==> src/rtl/apb_bcd_timer_scan.sv <==
// APB3 BCD up/down timer with reload, terminal-count interrupt and a
// multiplexed seven-segment scan driver; one clock, tick-enable prescaler.
module apb_bcd_timer_scan #(
    parameter int NUM_DIGITS   = 4,
    parameter int SCAN_DIGITS  = 6,
    parameter int PRESCALE_RST = 24999
) (
    input  logic                   PCLK,
    input  logic                   PRESETn,
    input  logic                   PSEL,
    input  logic [11:2]            PADDR,
    input  logic                   PENABLE,
    input  logic                   PWRITE,
    input  logic [31:0]            PWDATA,
    output logic [31:0]            PRDATA,
    output logic                   PREADY,
    output logic                   PSLVERR,
    output logic [7:0]             seg,
    output logic [SCAN_DIGITS-1:0] dig,
    output logic                   irq
);
    localparam int CW = 4 * NUM_DIGITS;
    localparam int IW = (SCAN_DIGITS > 1) ? $clog2(SCAN_DIGITS) : 1;

    function automatic logic [CW-1:0] sanitise(input logic [CW-1:0] v);
        logic [CW-1:0] r;
        r = v;
        for (int i = 0; i < NUM_DIGITS; i++)
            if (v[4*i +: 4] > 4'd9) r[4*i +: 4] = 4'd9;
        return r;
    endfunction

    function automatic logic [CW-1:0] bcd_inc(input logic [CW-1:0] v);
        logic [CW-1:0] r;
        logic          c;
        r = v;
        c = 1'b1;
        for (int i = 0; i < NUM_DIGITS; i++) begin
            if (c) begin
                if (v[4*i +: 4] == 4'd9) r[4*i +: 4] = 4'd0;
                else begin
                    r[4*i +: 4] = v[4*i +: 4] + 4'd1;
                    c = 1'b0;
                end
            end
        end
        return r;
    endfunction

    function automatic logic [CW-1:0] bcd_dec(input logic [CW-1:0] v);
        logic [CW-1:0] r;
        logic          b;
        r = v;
        b = 1'b1;
        for (int i = 0; i < NUM_DIGITS; i++) begin
            if (b) begin
                if (v[4*i +: 4] == 4'd0) r[4*i +: 4] = 4'd9;
                else begin
                    r[4*i +: 4] = v[4*i +: 4] - 4'd1;
                    b = 1'b0;
                end
            end
        end
        return r;
    endfunction

    function automatic logic all_digits(input logic [CW-1:0] v, input logic [3:0] d);
        logic r;
        r = 1'b1;
        for (int i = 0; i < NUM_DIGITS; i++)
            if (v[4*i +: 4] != d) r = 1'b0;
        return r;
    endfunction

    function automatic logic [7:0] seg_code(input logic [3:0] d);
        case (d)
            4'd0:    return 8'h3F;
            4'd1:    return 8'h06;
            4'd2:    return 8'h5B;
            4'd3:    return 8'h4F;
            4'd4:    return 8'h66;
            4'd5:    return 8'h6D;
            4'd6:    return 8'h7D;
            4'd7:    return 8'h07;
            4'd8:    return 8'h7F;
            4'd9:    return 8'h6F;
            default: return 8'h00;
        endcase
    endfunction

    logic [4:0]    ctrl_q, ctrl_d;
    logic [15:0]   prescale_q, prescale_d;
    logic [15:0]   pcnt_q, pcnt_d;
    logic [CW-1:0] load_q, load_d;
    logic [CW-1:0] count_q, count_d;
    logic [CW-1:0] show_q, show_d;
    logic          term_q, term_d;
    logic [IW-1:0] idx_q, idx_d;

    logic wr, wr_ctrl, wr_cmd, wr_pre, wr_load, wr_stat;
    logic cmd_clr, cmd_ld, cmd_snap, tick, step, terminal;
    logic unused_bits;

    assign wr       = PSEL & PENABLE & PWRITE;
    assign wr_ctrl  = wr && (PADDR[4:2] == 3'd0);
    assign wr_cmd   = wr && (PADDR[4:2] == 3'd1);
    assign wr_pre   = wr && (PADDR[4:2] == 3'd2);
    assign wr_load  = wr && (PADDR[4:2] == 3'd3);
    assign wr_stat  = wr && (PADDR[4:2] == 3'd6);
    assign cmd_clr  = wr_cmd & PWDATA[0];
    assign cmd_ld   = wr_cmd & PWDATA[1];
    assign cmd_snap = wr_cmd & PWDATA[2];

    assign tick     = (pcnt_q == prescale_q);
    assign step     = tick & ctrl_q[0];
    assign terminal = ctrl_q[1] ? all_digits(count_q, 4'd0) : all_digits(count_q, 4'd9);

    assign PREADY      = 1'b1;
    assign PSLVERR     = 1'b0;
    assign irq         = term_q & ctrl_q[3];
    assign unused_bits = ^{PADDR[11:5], PWDATA};

    always_comb begin
        ctrl_d     = wr_ctrl ? PWDATA[4:0] : ctrl_q;
        prescale_d = wr_pre ? PWDATA[15:0] : prescale_q;
        load_d     = wr_load ? sanitise(PWDATA[CW-1:0]) : load_q;
        pcnt_d     = (wr_pre || tick) ? 16'd0 : pcnt_q + 16'd1;
        idx_d      = idx_q;
        if (tick) idx_d = (idx_q == IW'(SCAN_DIGITS - 1)) ? '0 : idx_q + 1'b1;

        // Clear beats load beats a count step; terminal steps wrap or reload.
        count_d = count_q;
        if (cmd_clr)     count_d = '0;
        else if (cmd_ld) count_d = load_q;
        else if (step) begin
            if (terminal)
                count_d = ctrl_q[2] ? load_q : (ctrl_q[1] ? {NUM_DIGITS{4'h9}} : '0);
            else
                count_d = ctrl_q[1] ? bcd_dec(count_q) : bcd_inc(count_q);
        end

        term_d = term_q;
        if (step && terminal && !cmd_clr && !cmd_ld) term_d = 1'b1;
        else if (wr_stat && PWDATA[0])                term_d = 1'b0;

        show_d = (cmd_snap || ctrl_q[4]) ? count_q : show_q;
    end

    always_ff @(posedge PCLK or negedge PRESETn) begin
        if (!PRESETn) begin
            ctrl_q     <= '0;
            prescale_q <= 16'(PRESCALE_RST);
            pcnt_q     <= '0;
            load_q     <= '0;
            count_q    <= '0;
            show_q     <= '0;
            term_q     <= 1'b0;
            idx_q      <= '0;
        end else begin
            ctrl_q     <= ctrl_d;
            prescale_q <= prescale_d;
            pcnt_q     <= pcnt_d;
            load_q     <= load_d;
            count_q    <= count_d;
            show_q     <= show_d;
            term_q     <= term_d;
            idx_q      <= idx_d;
        end
    end

    always_comb begin
        PRDATA = '0;
        if (PSEL) begin
            case (PADDR[4:2])
                3'd0:    PRDATA = {27'd0, ctrl_q};
                3'd2:    PRDATA = {16'd0, prescale_q};
                3'd3:    PRDATA = 32'(load_q);
                3'd4:    PRDATA = 32'(count_q);
                3'd5:    PRDATA = 32'(show_q);
                3'd6:    PRDATA = {31'd0, term_q};
                default: PRDATA = '0;
            endcase
        end
    end

    // Positions beyond the counter width are blanked.
    always_comb begin
        logic [3:0] digit;
        logic       shown;
        digit = '0;
        shown = 1'b0;
        for (int i = 0; i < NUM_DIGITS; i++) begin
            if (idx_q == IW'(i)) begin
                digit = show_q[4*i +: 4];
                shown = 1'b1;
            end
        end
        seg = shown ? seg_code(digit) : 8'h00;
        for (int j = 0; j < SCAN_DIGITS; j++)
            dig[j] = (idx_q != IW'(j));
    end
endmodule

==> config.mk <==
export PLATFORM = sky130hd
export DESIGN_NAME = apb_bcd_timer_scan
export DESIGN_NICKNAME = d
export VERILOG_FILES = /design/src/rtl/apb_bcd_timer_scan.sv
export SDC_FILE = /design/constraint.sdc
export NUM_CORES = 1
export LEC_CHECK = 0
export CAP_MARGIN = 40
export CELL_PAD_IN_SITES_DETAIL_PLACEMENT = 1
export CELL_PAD_IN_SITES_GLOBAL_PLACEMENT = 2
export CORE_ASPECT_RATIO = 0.8
export CORE_MARGIN = 1.5
export CORE_UTILIZATION = 30
export DETAILED_ROUTE_END_ITERATION = 8
export PLACE_DENSITY = 0.7
export SLEW_MARGIN = 20
export SYNTH_ARGS = -nofsm -noshare
export SYNTH_HDL_FRONTEND = slang
export SYNTH_SLANG_ARGS = --single-unit
==> constraint.sdc <==
create_clock -name PCLK -period 4.9 [get_ports PCLK]
set_input_delay 0.49 -clock PCLK [delete_from_list [all_inputs] [get_ports PCLK]]
set_output_delay 0.49 -clock PCLK [all_outputs]
set_load 0.02 [all_outputs]
# After elaboration in Yosys (flattened, before gate mapping)
# Memories as Yosys holds them, arrays and structs flattened.
# Index checks and enable logic that the tools add are counted.
# word_totals
ff_bits,89
romBits,112
in_bits,47
output_inout_bits,49
word_cells,175
n_memories,1
# classes
n_addsub,10
order_cmp,4
n_eq_ne,27
mux,83
bitwise,7
reduce_logical,32
# mem_list
name,words,word_bits,rd,rd_ports_with_merged_regs,write_ports,line,source
(name not given),16,7,1,0,0,76,case (d)
# ops
cell,count
16-bit two-way mux,9
16-bit one-hot mux with 6 select lines,1
4-bit two-way mux,22
1-bit two-way mux,49
16-bit by 1-bit adder with 16-bit output (second input constant),1
4-bit by 1-bit adder with 4-bit output (second input constant),4
16-bit equality test,1
4-bit equality test (second input constant),4
4-bit greater-than comparator (second input constant),4
4-bit logical NOT,4
4-bit inequality test (second input constant),4
4-bit nonzero test,4
4-bit by 1-bit subtractor with 4-bit output (second input constant),4
5-bit by 1-bit inequality test with 1-bit output (second input constant),3
5-bit nonzero test,3
3-bit by 2-bit equality test with 1-bit output (second input constant),4
3-bit equality test (second input constant),4
1-bit logical AND,9
3-bit AND reduction,3
8-bit two-way mux,1
1-bit AND,7
3-bit by 1-bit equality test with 1-bit output (second input constant),2
3-bit logical NOT,2
3-bit by 2-bit inequality test with 1-bit output (second input constant),2
other kinds (8),12

# Longest topological paths before layout
# Gate-level depths: netlist of the first run.
# logic_depth
ltp_word,26
mapped_depth,10
ltp_nobuf,9

# Least setup slack after synthesis of the first run
# Ideal clock, no wire load.
# synth_timing
kind,reg2out
start,register idx_q[1]
end,output seg[0]
arrival_time_ns,2.354
required_time_ns,4.410
path_slack_ns,2.056
path_stages_with_launch,11
path_buffers,1
path_cell_list,dfrtp_1 -> buf_1 -> and2_1 -> ha_1 -> nor2_1 -> a22oi_1 -> inv_1 -> ha_1 -> nor2b_1 -> o21ai_0 -> a21oi_1
# synth_between
elab_chain_cells,7
elab_cells_between_ends,14
cone_classes,3 x eq/ne; 9 x mux; 1 x reduce/logical; 1 x memory
# synth_rtl
item,line,source
from (decl),98,"logic [IW-1:0] idx_q, idx_d;"
from (signal assigned),167,idx_q <= idx_d;
3-bit logical NOT,193,if (idx_q == IW'(i)) begin
4-bit two-way mux (4 in series),193,
memory read 16 x 7 bit,-,
8-bit two-way mux (*),198,seg = shown ? seg_code(digit) : 8'h00;
to (decl),18,"output logic [7:0] seg,"
# Mark *: on every way between the ends. The rest lies on a longest branch, timed or not.

# Worst setup path after layout of the first run
# Ends and elaborated chain as after synthesis.

==> impl_metrics.tcl, run 1 <==
set metrics [dict create \
    outcome "completed" \
    final_max_slew_viol_count 0 \
    syn_area_per_cell_sq_um 8.83 \
    wl_per_cell_microns 20.0 \
    cts_resized 0 \
    cts_root_buf "clkbuf_16" \
    setup_tns_ns 0 \
    port_buffers 53 \
    drive_gt1_share_pct 12.5 \
    required_ns 4.41 \
    syn_inst 687 \
    chipHeight_microns 130 \
    core-area_sq_mm 0.0198 \
    via_per_inst 5.37 \
    yosysSeqAreaShare_pct 36.9 \
    max_slew.worst_pin.slew_ns 0.792 \
    grt_max_degree 58 \
    cap_violations 0 \
    yosysMostFrequentCell "nand2_1" \
    max-slew-margin-rel_pct 46.7 \
    synthesis.area_sq_mm 0.00606 \
    drc 0 \
    reg2reg_from "count_q[1]" \
    finalHoldViolCount 0 \
    synth_top_area_share_pct 33.4 \
    grt_usage_pct 19.5 \
    crit_top_cell "ha_1" \
    h-tree-depth 3 \
    end_kind "output pin" \
    grt.overflow.total 0 \
    path_clk_slew_ns 0.07 \
    r2r-end "count_q[3]" \
    crit_buf_inv 2 \
    n_fill_cell 2321 \
    ys_top_cells_by_area "dfrtp_1 33%, nand2_1 5.7%, mux2_2 5.4%" \
    dpl-instance-area_sq_mm 0.00685 \
    synth_ff_type "dfrtp_1" \
    io-pin-count 96 \
    place.gp.congestion 0.804 \
    antenna_found_initial 0 \
    setup_viol 0 \
    yosys_warnings 0 \
    ir_drop_mv 0.377 \
    synth_commonest_cells "92 x nand2_1, 81 x dfrtp_1, 56 x nor2_1, 45 x o21ai_0, 32 x a21oi_1" \
    cts_buffers 9 \
    rrSetupSlack_ns 1.73 \
    drtAntennaViolNets 0 \
    dp_hpwl_microns 15600 \
    fmax_mhz 261 \
    yosysUniqueCellTypes 68 \
    area_delta_synth_final_pct 18.7 \
    first_global_vias 5513 \
    grt_setup_unrepaired "no" \
    clockBufferDepth 2 \
    layout.nets 800 \
    critPathKind "reg -> out" \
    path_delay_family "buffers and inverters" \
    async_flop_share_pct 100 \
    clkSinkCount 89 \
    r2r_cells 8 \
    cts_tree "done" \
    first_pass_iters 5 \
    drtIter0Drc 314 \
    synth_edf_count 0 \
    crit_fanout 12 \
    finalCritPeriodShare_pct 78.2 \
    die_w_microns 162 \
    p_leak_uw 0.00296 \
    final.setup_skew_ns 0.00948 \
    worst_path_max_delay_cell "dfrtp_1" \
    initial_utilization_pct 30.6 \
    max_stage_delay_ns 0.64 \
    ys_ff_latch 89 \
    vias 5385 \
    path_cells "and2_1 -> ha_1 -> nor2_1 -> a22oi_1 -> inv_1 -> ha_1 -> nor2b_1 -> o21ai_0 -> a21oi_1 -> clkdlybuf4s50_1" \
    yosys.area.top_type "dfrtp_1" \
    crit_path_start_kind "register" \
    hold_buffers 0 \
    fp-row-count 46 \
    clkLatencyLatePin_ns 0.35 \
    power_density_mw_per_mm2 474 \
    worstPathArrival_ns 3.34 \
    cts_setup_buffers 0 \
    routed_wl_microns 20100 \
    dieArea_sq_mm 0.0211 \
    stdcell_area_sq_mm 0.00720 \
    hp-class "in -> async" \
    grt_first_pass_wirelength_microns 31500 \
    diodes 0 \
    final.min_clock_period_ns 3.83 \
]
per-layer routing:
metal / track usage [%] / share of wire [%] / wire [microns] / vias up
met5: 0 / 0 / 0 / -
met4: 4.05 / 1.1 / 224 / 0
met3: 3.02 / 3.3 / 664 / 16
met2: 31.7 / 46 / 9140 / 110
met1: 27.6 / 50 / 10100 / 2739
li1: - / - / - / 2520
worst max path at each step:
stage / from / end / slack, ns / cells past startpoint
4_1_cts: idx_q[1] / seg[3] / 1.06 / 10
6_report: idx_q[1] / seg[0] / 1.07 / 10
3_3_place_gp: PADDR[3] / PRDATA[15] / 1.44 / 7
3_5_place_dp: PADDR[3] / PRDATA[15] / 1.43 / 7
2_1_floorplan: idx_q[1] / seg[0] / 2.06 / 10
5_1_grt: idx_q[1] / seg[0] / 0.84 / 8
sequential cells by signal, indices dropped and copies added, names as in the netlist:
name and count:
show_q 16, idx_q 3, load_q 16, count_q 16, ctrl_q 5, prescale_q 16
pcnt_q 16, term_q 1
kinds of logic (layout without fill, tap and decap cells):
logic type               after synthesis  count (layout)  share of synthesized area (%)
other                                  2              19                          0.124
flip-flops                            89              89                           36.9
XOR/XNOR                              30              30                           4.33
AND/OR/NAND/NOR                      252             252                           20.6
multiplexers                          41              41                           7.99
adder cells (fa/ha/maj)               20              20                           4.13
buffers and inverters                 82             116                           6.54
AO/OA/AOI/OAI                        171             171                           19.4
per-stage QoR:
stage / util, % / power (uW) / worst slack, ns / hold WS [ns] / std cells
2_1_floorplan: - / 2090 / 2.06 / 0.194 / 704
3_3_place_gp: 34.4 / 2590 / 1.44 / 0.464 / 981
3_5_place_dp: 34.6 / 2660 / 1.43 / 0.463 / 984
4_1_cts: 36.2 / 3430 / 1.06 / 0.0833 / 1000
5_1_grt: 36.3 / 3640 / 0.839 / 0.104 / 1002
6_report: 36.3 / 3410 / 1.07 / 0.0758 / 1002
area by class of cell:
| type | count | area, sq um | area share, % |
|---|---|---|---|
| Clock buffer | 10 | 229 | 3.18 |
| Clock inverter | 6 | 90.1 | 1.25 |
| Inverter | 27 | 101 | 1.41 |
| Multi-Input combinational cell | 533 | 3510 | 48.7 |
| Sequential cell | 89 | 2240 | 31.1 |
| Tap cell | 264 | 330 | 4.59 |
| Timing Repair Buffer | 73 | 701 | 9.74 |
report_power, final:
group | switching [uW] | internal (uW) | total, uW
clock | 309 | 450 | 759
combinational | 756 | 649 | 1400
sequential | 322 | 925 | 1250
total | 1390 | 2020 | 3410
worst reg2reg max path, stage by stage, from the launching register on:
cell      delay (ns)
dfrtp_1         0.49
inv_1           0.17
ha_1            0.28
nor3b_1         0.52
nand4_1         0.27
a21boi_4        0.49
a21o_1          0.47
nand2b_1        0.11
a32o_1          0.27
layout by cell type, fill, tap and decap left out, types with 4 or more instances in the layout:
cell type / netlist / final
dfrtp_1: 81 / 81
nor2b_1: 7 / 7
a211oi_1: 5 / 5
o2bb2ai_1: 4 / 4
and2_1: 4 / 4
dfstp_2: 8 / 8
or3_1: 7 / 7
buf_4: 22 / 17
nor2_1: 56 / 56
nor3b_1: 8 / 8
a21oi_1: 32 / 31
clkdlybuf4s50_1: 0 / 52
inv_1: 27 / 27
nand2_1: 92 / 92
a222oi_1: 11 / 11
ha_1: 20 / 20
o31ai_1: 9 / 8
mux2i_1: 9 / 9
and3_1: 4 / 4
a31oi_1: 10 / 10
mux2_2: 29 / 29
nand3_1: 21 / 21
a221oi_1: 4 / 4
a311oi_1: 4 / 4
nand2b_1: 8 / 8
nor3_1: 5 / 5
a22oi_1: 8 / 8
nand4_1: 8 / 8
a22o_1: 12 / 12
xnor2_1: 24 / 24
xor2_1: 6 / 6
conb_1: 2 / 19
clkbuf_16: 0 / 9
o21ai_0: 45 / 45
nand3b_1: 14 / 14
No activity file was read; power rests on OpenSTA's default activity.
==> inputs of run 2 (changes only) <==
--- a/config.mk
+++ b/config.mk
@@ -12,7 +12,7 @@
 export CORE_MARGIN = 1.5
 export CORE_UTILIZATION = 30
 export DETAILED_ROUTE_END_ITERATION = 8
-export PLACE_DENSITY = 0.7
+export PLACE_DENSITY = 0.73
 export SLEW_MARGIN = 20
 export SYNTH_ARGS = -nofsm -noshare
 export SYNTH_HDL_FRONTEND = slang
==> constraint.sdc (replaced) <==
create_clock -name PCLK -period 3.5 [get_ports PCLK]
set_input_delay 0.35 -clock PCLK [delete_from_list [all_inputs] [get_ports PCLK]]
set_output_delay 0.35 -clock PCLK [all_outputs]
set_load 0.02 [all_outputs]
==> impl_metrics.tcl, run 2 (synthesis results as in run 1) <==
set metrics [dict create \
    clockBufferDepth 2 \
    grt_usage_pct 19.8 \
    port_buffers 53 \
    final.min_clock_period_ns 3.33 \
    final.setup_skew_ns 0.00563 \
    grt_first_pass_wirelength_microns 31800 \
    path_clk_slew_ns 0.06 \
    worst_path_max_delay_cell "clkdlybuf4s50_1" \
    place.gp.congestion 0.812 \
    clkSinkCount 89 \
    die_w_microns 162 \
    top_layer_used "met4" \
    dieArea_sq_mm 0.0211 \
    drc 0 \
    cts_root_buf "clkbuf_16" \
    hp-class "in -> async" \
    p_leak_uw 0.00303 \
    finalHoldViolCount 0 \
    vias 5444 \
    n_fill_cell 2359 \
    dpl.cell_count 994 \
    cts_tree "done" \
    via_per_inst 5.38 \
    finalCritPeriodShare_pct 95.1 \
    drive_gt1_share_pct 14.2 \
    io-pin-count 96 \
    instances_no_fill 1012 \
    r2r_cells 8 \
    max-slew-margin-rel_pct 49.2 \
    end_kind "output pin" \
    chipHeight_microns 130 \
    area_delta_synth_final_pct 20.4 \
    grt_max_degree 54 \
    critPathKind "reg -> out" \
    fp-row-count 46 \
    drtIter0Drc 336 \
    antenna_found_initial 0 \
    outcome "completed" \
    drtAntennaViolNets 0 \
    layout.nets 810 \
    h-tree-depth 3 \
    dp_hpwl_microns 15900 \
    clkLatencyLatePin_ns 0.35 \
    cts_buffers 9 \
    required_ns 3.15 \
    core-area_sq_mm 0.0198 \
    layout_commonest_cell "nand2_1" \
    grt.overflow.total 0 \
    max_slew.worst_pin.slew_ns 0.754 \
    path_cells "buf_4 -> nor2b_2 -> o2bb2ai_1 -> a22oi_1 -> mux2_2 -> nand2_1 -> a21oi_1 -> clkdlybuf4s50_1" \
    wl_met3_microns 971 \
    power_density_mw_per_mm2 665 \
    initial_utilization_pct 30.6 \
    ir_drop_mv 0.551 \
    wl_per_cell_microns 20.1 \
    worstPathArrival_ns 2.98 \
    setup_viol 0 \
    routed_wl_microns 20400 \
    first_global_vias 5411 \
    setup_tns_ns 0 \
    wl_met1_microns 9950 \
    final_max_slew_viol_count 0 \
    final_cell_mix "92 x nand2_1, 81 x dfrtp_1, 55 x nor2_1" \
    hold_buffers 0 \
    cap_violations 0 \
    max_stage_delay_ns 0.62 \
    crit_path_start_kind "register" \
    diodes 0 \
    crit_fanout 9 \
    wl_met2_microns 9120 \
    first_pass_iters 7 \
    fmax_mhz 301 \
]
## run 2: what timing repair did
action | CTS | global route
setup buffers | 0 | 2
pin swaps | 0 | 1
setup endpoints to repair | 3 | 5
gates resized for setup | 3 | 5
gates cloned | 0 | 0
## run 2: cell type report
type / count / area (sq um) / share of cell area, %
multi-input combinational: 533 / 3520 / 48.3
sequential: 89 / 2240 / 30.7
timing repair buffer: 83 / 783 / 10.7
tap: 264 / 330 / 4.53
clock buffer: 11 / 243 / 3.33
inverter: 27 / 101 / 1.39
clock inverter: 5 / 78.8 / 1.08
## run 2: where the power goes
group	switching, uW	internal [uW]
combinational	1120	953
sequential	415	1300
clock	421	645
## run 2: final timing paths
path                            start       endpoint  slack, ns
hold reg to reg             load_q[2]      load_q[2]       0.52
max in group asynchronous     PRESETn  prescale_q[8]       2.60
hold / removal                PRESETn     pcnt_q[14]       0.05
min in group PCLK           load_q[2]      load_q[2]       0.52
setup reg to reg           count_q[0]     count_q[8]       0.73
setup / recovery             idx_q[0]         seg[4]       0.17
## run 2: per-stage QoR
stage / power (uW) / instance area (sq um) / util [%] / setup slack, ns / hold slack (ns)
finish: 4850 / 7300 / 36.9 / 0.173 / 0.0475
global route: 5170 / 7300 / 36.9 / -0.00523 / 0.0882
CTS: 4860 / 7270 / 36.7 / 0.0448 / 0.0744
detailed placement: 3770 / 6930 / 35.0 / 0.290 / 0.451
global placement: 3670 / 6930 / 35.0 / 0.276 / 0.445
floorplan: 2930 / 6130 / - / 0.796 / 0.0544
## run 2: metal layers
layer / vias up / global-route usage (%)
met2: 138 / 31.3
met1: 2737 / 27.7
met4: 0 / 4.70
met3: 20 / 4.16
li1: 2549 / -
met5: - / 0
## run 2: critical path, delay by kind of cell (launching register included)
kind                   cells  cell delay, ns
AOI/OAI and AO/OA          3            0.86
buffers and inverters      2            0.82
DFF                        1            0.43
muxes                      1            0.29
and+or+nand+nor            2            0.23
